## src/rtl/sp16_fifo_ctrl.sv

```systemverilog
// sp16_fifo_ctrl: valid/ready FIFO controller in front of a single-port
// 16-word async-read RAM, plus a one-word output register (17 deep total).
//
// Ports
//   CLK, RESETN       clock (shared with RAM), async active-low reset
//   I_VALID/I_READY   upstream handshake, I_DATA upstream word
//   O_VALID/O_READY   downstream handshake, O_DATA registered head word
//   LEVEL             occupancy 0..17 (RAM count + O_VALID)
//   RAM_WRE/RAM_AD    RAM write enable and shared read/write address
//   RAM_DI/RAM_DO     RAM write data (= I_DATA) and async read data
module sp16_fifo_ctrl #(
   parameter int WIDTH = 2
) (
   input  logic             CLK,
   input  logic             RESETN,
   input  logic             I_VALID,
   output logic             I_READY,
   input  logic [WIDTH-1:0] I_DATA,
   output logic             O_VALID,
   input  logic             O_READY,
   output logic [WIDTH-1:0] O_DATA,
   output logic [4:0]       LEVEL,
   output logic             RAM_WRE,
   output logic [3:0]       RAM_AD,
   output logic [WIDTH-1:0] RAM_DI,
   input  logic [WIDTH-1:0] RAM_DO
);

   typedef enum logic [1:0] {
      M_IDLE,
      M_READ,
      M_BYPASS,
      M_WRITE
   } mode_t;

   logic [3:0]       wptr;
   logic [3:0]       rptr;
   logic [4:0]       cnt;
   logic             o_valid;
   logic [WIDTH-1:0] o_data;

   logic  drain;
   logic  rd_sel;
   logic  bypass;
   logic  ram_empty;
   logic  ram_full;
   logic  in_ready;
   logic  wre;
   mode_t mode;

   assign ram_empty = (cnt == 5'd0);
   assign ram_full  = (cnt == 5'd16);

   // Output register is free now or frees at this edge.
   assign drain  = !o_valid || O_READY;

   // The single address port goes to the read whenever the
   // output register can take the RAM head; writes wait.
   assign rd_sel = drain && !ram_empty;

   // Only when the RAM is empty may a new word skip it,
   // so an older RAM word is never overtaken.
   assign bypass = drain && ram_empty;

   assign in_ready = bypass || (!rd_sel && !ram_full);
   assign wre      = I_VALID && in_ready && !bypass;

   always_comb begin
      mode = M_IDLE;
      unique case (1'b1)
         rd_sel:             mode = M_READ;
         bypass && I_VALID:  mode = M_BYPASS;
         wre:                mode = M_WRITE;
         default:            mode = M_IDLE;
      endcase
   end

   always_ff @(posedge CLK or negedge RESETN) begin
      if (!RESETN) begin
         wptr    <= 4'd0;
         rptr    <= 4'd0;
         cnt     <= 5'd0;
         o_valid <= 1'b0;
         o_data  <= '0;
      end else begin
         unique case (mode)
            M_READ: begin
               o_data  <= RAM_DO;
               o_valid <= 1'b1;
               rptr    <= rptr + 4'd1;
               cnt     <= cnt - 5'd1;
            end
            M_BYPASS: begin
               o_data  <= I_DATA;
               o_valid <= 1'b1;
            end
            M_WRITE: begin
               wptr <= wptr + 4'd1;
               cnt  <= cnt + 5'd1;
            end
            default: begin
               // O_DATA is kept; only the valid flag drops.
               if (o_valid && O_READY)
                  o_valid <= 1'b0;
            end
         endcase
      end
   end

   assign I_READY = in_ready;
   assign O_VALID = o_valid;
   assign O_DATA  = o_data;
   assign LEVEL   = cnt + {4'd0, o_valid};
   assign RAM_WRE = wre;
   assign RAM_AD  = rd_sel ? rptr : wptr;
   assign RAM_DI  = I_DATA;

endmodule

```

## config.mk

```make
export PLATFORM = sky130hd
export DESIGN_NAME = sp16_fifo_ctrl
export DESIGN_NICKNAME = d
export VERILOG_FILES = /design/src/rtl/sp16_fifo_ctrl.sv
export SDC_FILE = /design/constraint.sdc
export NUM_CORES = 1
export LEC_CHECK = 0
export ABC_AREA = 1
export CORE_MARGIN = 1.5
export CORE_UTILIZATION = 30
export CTS_CLUSTER_SIZE = 10
export DETAILED_ROUTE_END_ITERATION = 6
export GPL_ROUTABILITY_DRIVEN = 0
export PLACE_DENSITY_LB_ADDON = 0.08
export SYNTH_ARGS = -nofsm -noshare
export SYNTH_HDL_FRONTEND = slang
export SYNTH_SLANG_ARGS = --single-unit
```

## constraint.sdc

```tcl
create_clock -name CLK -period 6.9 [get_ports CLK]
set_input_delay 1.38 -clock CLK [delete_from_list [all_inputs] [get_ports CLK]]
set_output_delay 1.38 -clock CLK [all_outputs]
set_load 0.03 [all_outputs]
```

==> summary.txt <==
Cells and area
  – Commonest non-fill, non-tap cell in the layout: nand2_1
  – Antenna fix cells: 0
  – Final net count: 164
  – Area delta synth->final: 26.1%
  – Register area: 400 um2
  – Final-layout fill cell count: 370
  – Multi-input logic area: 563 um2
  – Share of cells above drive strength 1: 6.99%
  – Most frequent cells in the layout: nand2_1 (29), clkdlybuf4s50_1 (23), dfrtp_1 (16)

Placed design
  – Port bufs: 23
  – DP Wirelength: 1640 um
  – Pre-CTS setup slack: 2230 ps

Floorplan
  – Die X: 62.3 um
  – Full die area: 0.00388 mm2
  – Initial core utilization: 31.4%
  – Core area: 0.00336 mm2
  – I/O pins: 24
  – Row count: 21
  – Chip height: 62.3 um

STA
  – RSZ-0062 raised after global routing: false
  – Setup violators final: 0
  – Max_slew headroom: 49.0%
  – Worst-Margin Slew: 763 ps
  – Crit path time final: 4690 ps
  – Fmax: 0.213 GHz
  – Final WS setup: 2210 ps
  – Fin. max-slew vios: 0
  – Fin crit share: 68.0%
  – Setup TNS: 0 ps
  – Skew final: 3.86 ps
  – Hold Vio Cnt, Final: 0

CTS
  – Longest Clk Path Bufs: 2
  – Post-cts resize count: 0
  – Clock root buffer: clkbuf_4
  – H-tree depth: 1
  – Post-CTS Setup Inserts: 0
  – Clk sink count: 16
  – Cts hold-fix bufs: 0
  – Clock buffer count from CTS: 3
  – Clk Latency, worst-skew pair: 280 ps
  – CTS tree: done
  – Clock Pin Slew Worst Setup and Hold Paths: 90 ps

Synthesis
  – Cell count after synthesis: 121
  – Synthesized cell area: 0.00105 mm2
  – Yosys cell types: 21
  – FF+latch count, synth: 16
  – FFs w/ async S/R, synth: 100%
  – Ys flop type: dfrtp_1
  – Mean Syn Cell Area: 8.72 um2
  – Post-synth EDFFs: 0
  – Sequential area share after synthesis: 38.0%
  – Yosys warnings: 0
  – Net count after synthesis: 140

Setup path
  – Setup crit end: RAM_AD[1]
  – CP startpoint: O_READY
  – Crit Reg-Reg Startpoint: cnt[0]
  – FF-to-FF path depth: 13
  – CP Max Fanout: 14
  – Setup crit start kind: input pin
  – Critical path type: input pin to primary output
  – Setup slack, reg-to-reg: 4200 ps
  – Crit. End Element: primary output
  – WP data arrival: 3310 ps
  – R2R Path End: cnt[4]
  – Data required time of the worst path: 5520 ps

Global route
  – Initial antenna violation count: 0
  – Total GRT Usage: 12.6%
  – Vias in the first global route: 871
  – Gr ovfl total: 0
  – Largest net degree at the start of global routing: 17
  – First-pass GRT wire length: 3950 um

Pwr
  – Design Power: 0.740 mW
  – Worst VDD drop: 191 uV
  – PD cells: 556 mW/mm2
  – Leak pwr: 0.638 nW

Status
  – Status: finished clean

Detailed routing
  – WL final: 2160 um
  – Vias: 844
  – DRT iter0 DRCs: 36
  – DRC Markers: 0
  – Drt pass-1 iters: 4
  – Final ANT Viol Nets: 0
  – Via/cell ratio: 4.47
  – Wire per inst: 11.4 um

Flow run
  – Max Cap Violations: 0

Worst hold path
  – Hold crit path type: register to register
-- final cells by class --
| cell class | count | share of cell area [%] |
|---|---|---|
| clock buffer | 3 | 1.69 |
| inverter | 15 | 4.23 |
| multi-input combinational | 86 | 42.3 |
| sequential | 16 | 30.1 |
| tap | 46 | 4.33 |
| timing repair buffer | 23 | 17.3 |
-- critical path, cell delays in order --
cell,delay [ps]
clkdlybuf4s50_1,470
o21ai_2,520
nand2_1,130
o21ai_0,110
clkdlybuf4s50_1,700
-- routing by layer --
layer,track usage (%),share of wire [%]
met4,2.50,0.60
met1,16.0,48
met5,0,0
met2,21.3,48
met3,3.80,3.4
-- kinds of logic (layout without fill, tap and decap cells) --
| logic type | count (synthesis) | in the layout | synth area share [%] |
|---|---|---|---|
| AOI/OAI and AO/OA | 13 | 13 | 6.52 |
| xor gates and xnor gates | 13 | 13 | 10.8 |
| adders and majority gates | 11 | 11 | 13.8 |
| buffers and inverters | 19 | 41 | 8.66 |
| DFF | 16 | 16 | 38.0 |
| and+or+nand+nor | 49 | 49 | 22.3 |
-- power breakdown --
group          internal [mW]  switching [mW]
sequential             0.143          0.0567
clock                 0.0203          0.0291
combinational          0.205           0.286
total                  0.368           0.372
-- worst min path at each step --
stage                     startpoint      end  slack [ps]  cells past startpoint
final                        wptr[3]  wptr[3]         480                      1
after global routing         wptr[3]  wptr[3]         510                      1
after CTS                    wptr[3]  wptr[3]         480                      1
after detailed placement     wptr[3]  wptr[3]         460                      1
after global placement       wptr[3]  wptr[3]         480                      1
after floorplan              wptr[3]  wptr[3]         450                      1
-- cell usage after synthesis (2+ instances only) --
cell / n / area [um2]
dfrtp_1: 16 / 400
nor2_2: 2 / 12.5
nand2_1: 29 / 109
inv_1: 15 / 56.3
ha_1: 10 / 125
xnor2_1: 3 / 26.3
buf_4: 2 / 15.0
nor2_1: 3 / 11.3
a21oi_1: 6 / 30.0
xor2_1: 10 / 87.6
o21ai_0: 6 / 30.0
nand4_1: 2 / 12.5
nand3_1: 9 / 45.0
-- registers in the layout, summed over array words and instances (netlist names) --
signal / cells
O_DATA: 2
O_VALID: 1
cnt: 5
rptr: 4
wptr: 4
-- metrics by stage --
stage | cells | hold slack [ps] | utilization, % | cell area [um2]
after detailed placement | 186 | 464 | 38.9 | 1310
after global placement | 186 | 476 | 38.9 | 1310
final | 189 | 483 | 39.5 | 1330
after global routing | 189 | 512 | 39.5 | 1330
after floorplan | 121 | 446 | - | 1050
after CTS | 189 | 482 | 39.5 | 1330
Note: power is estimated with default switching activity, not from simulation.
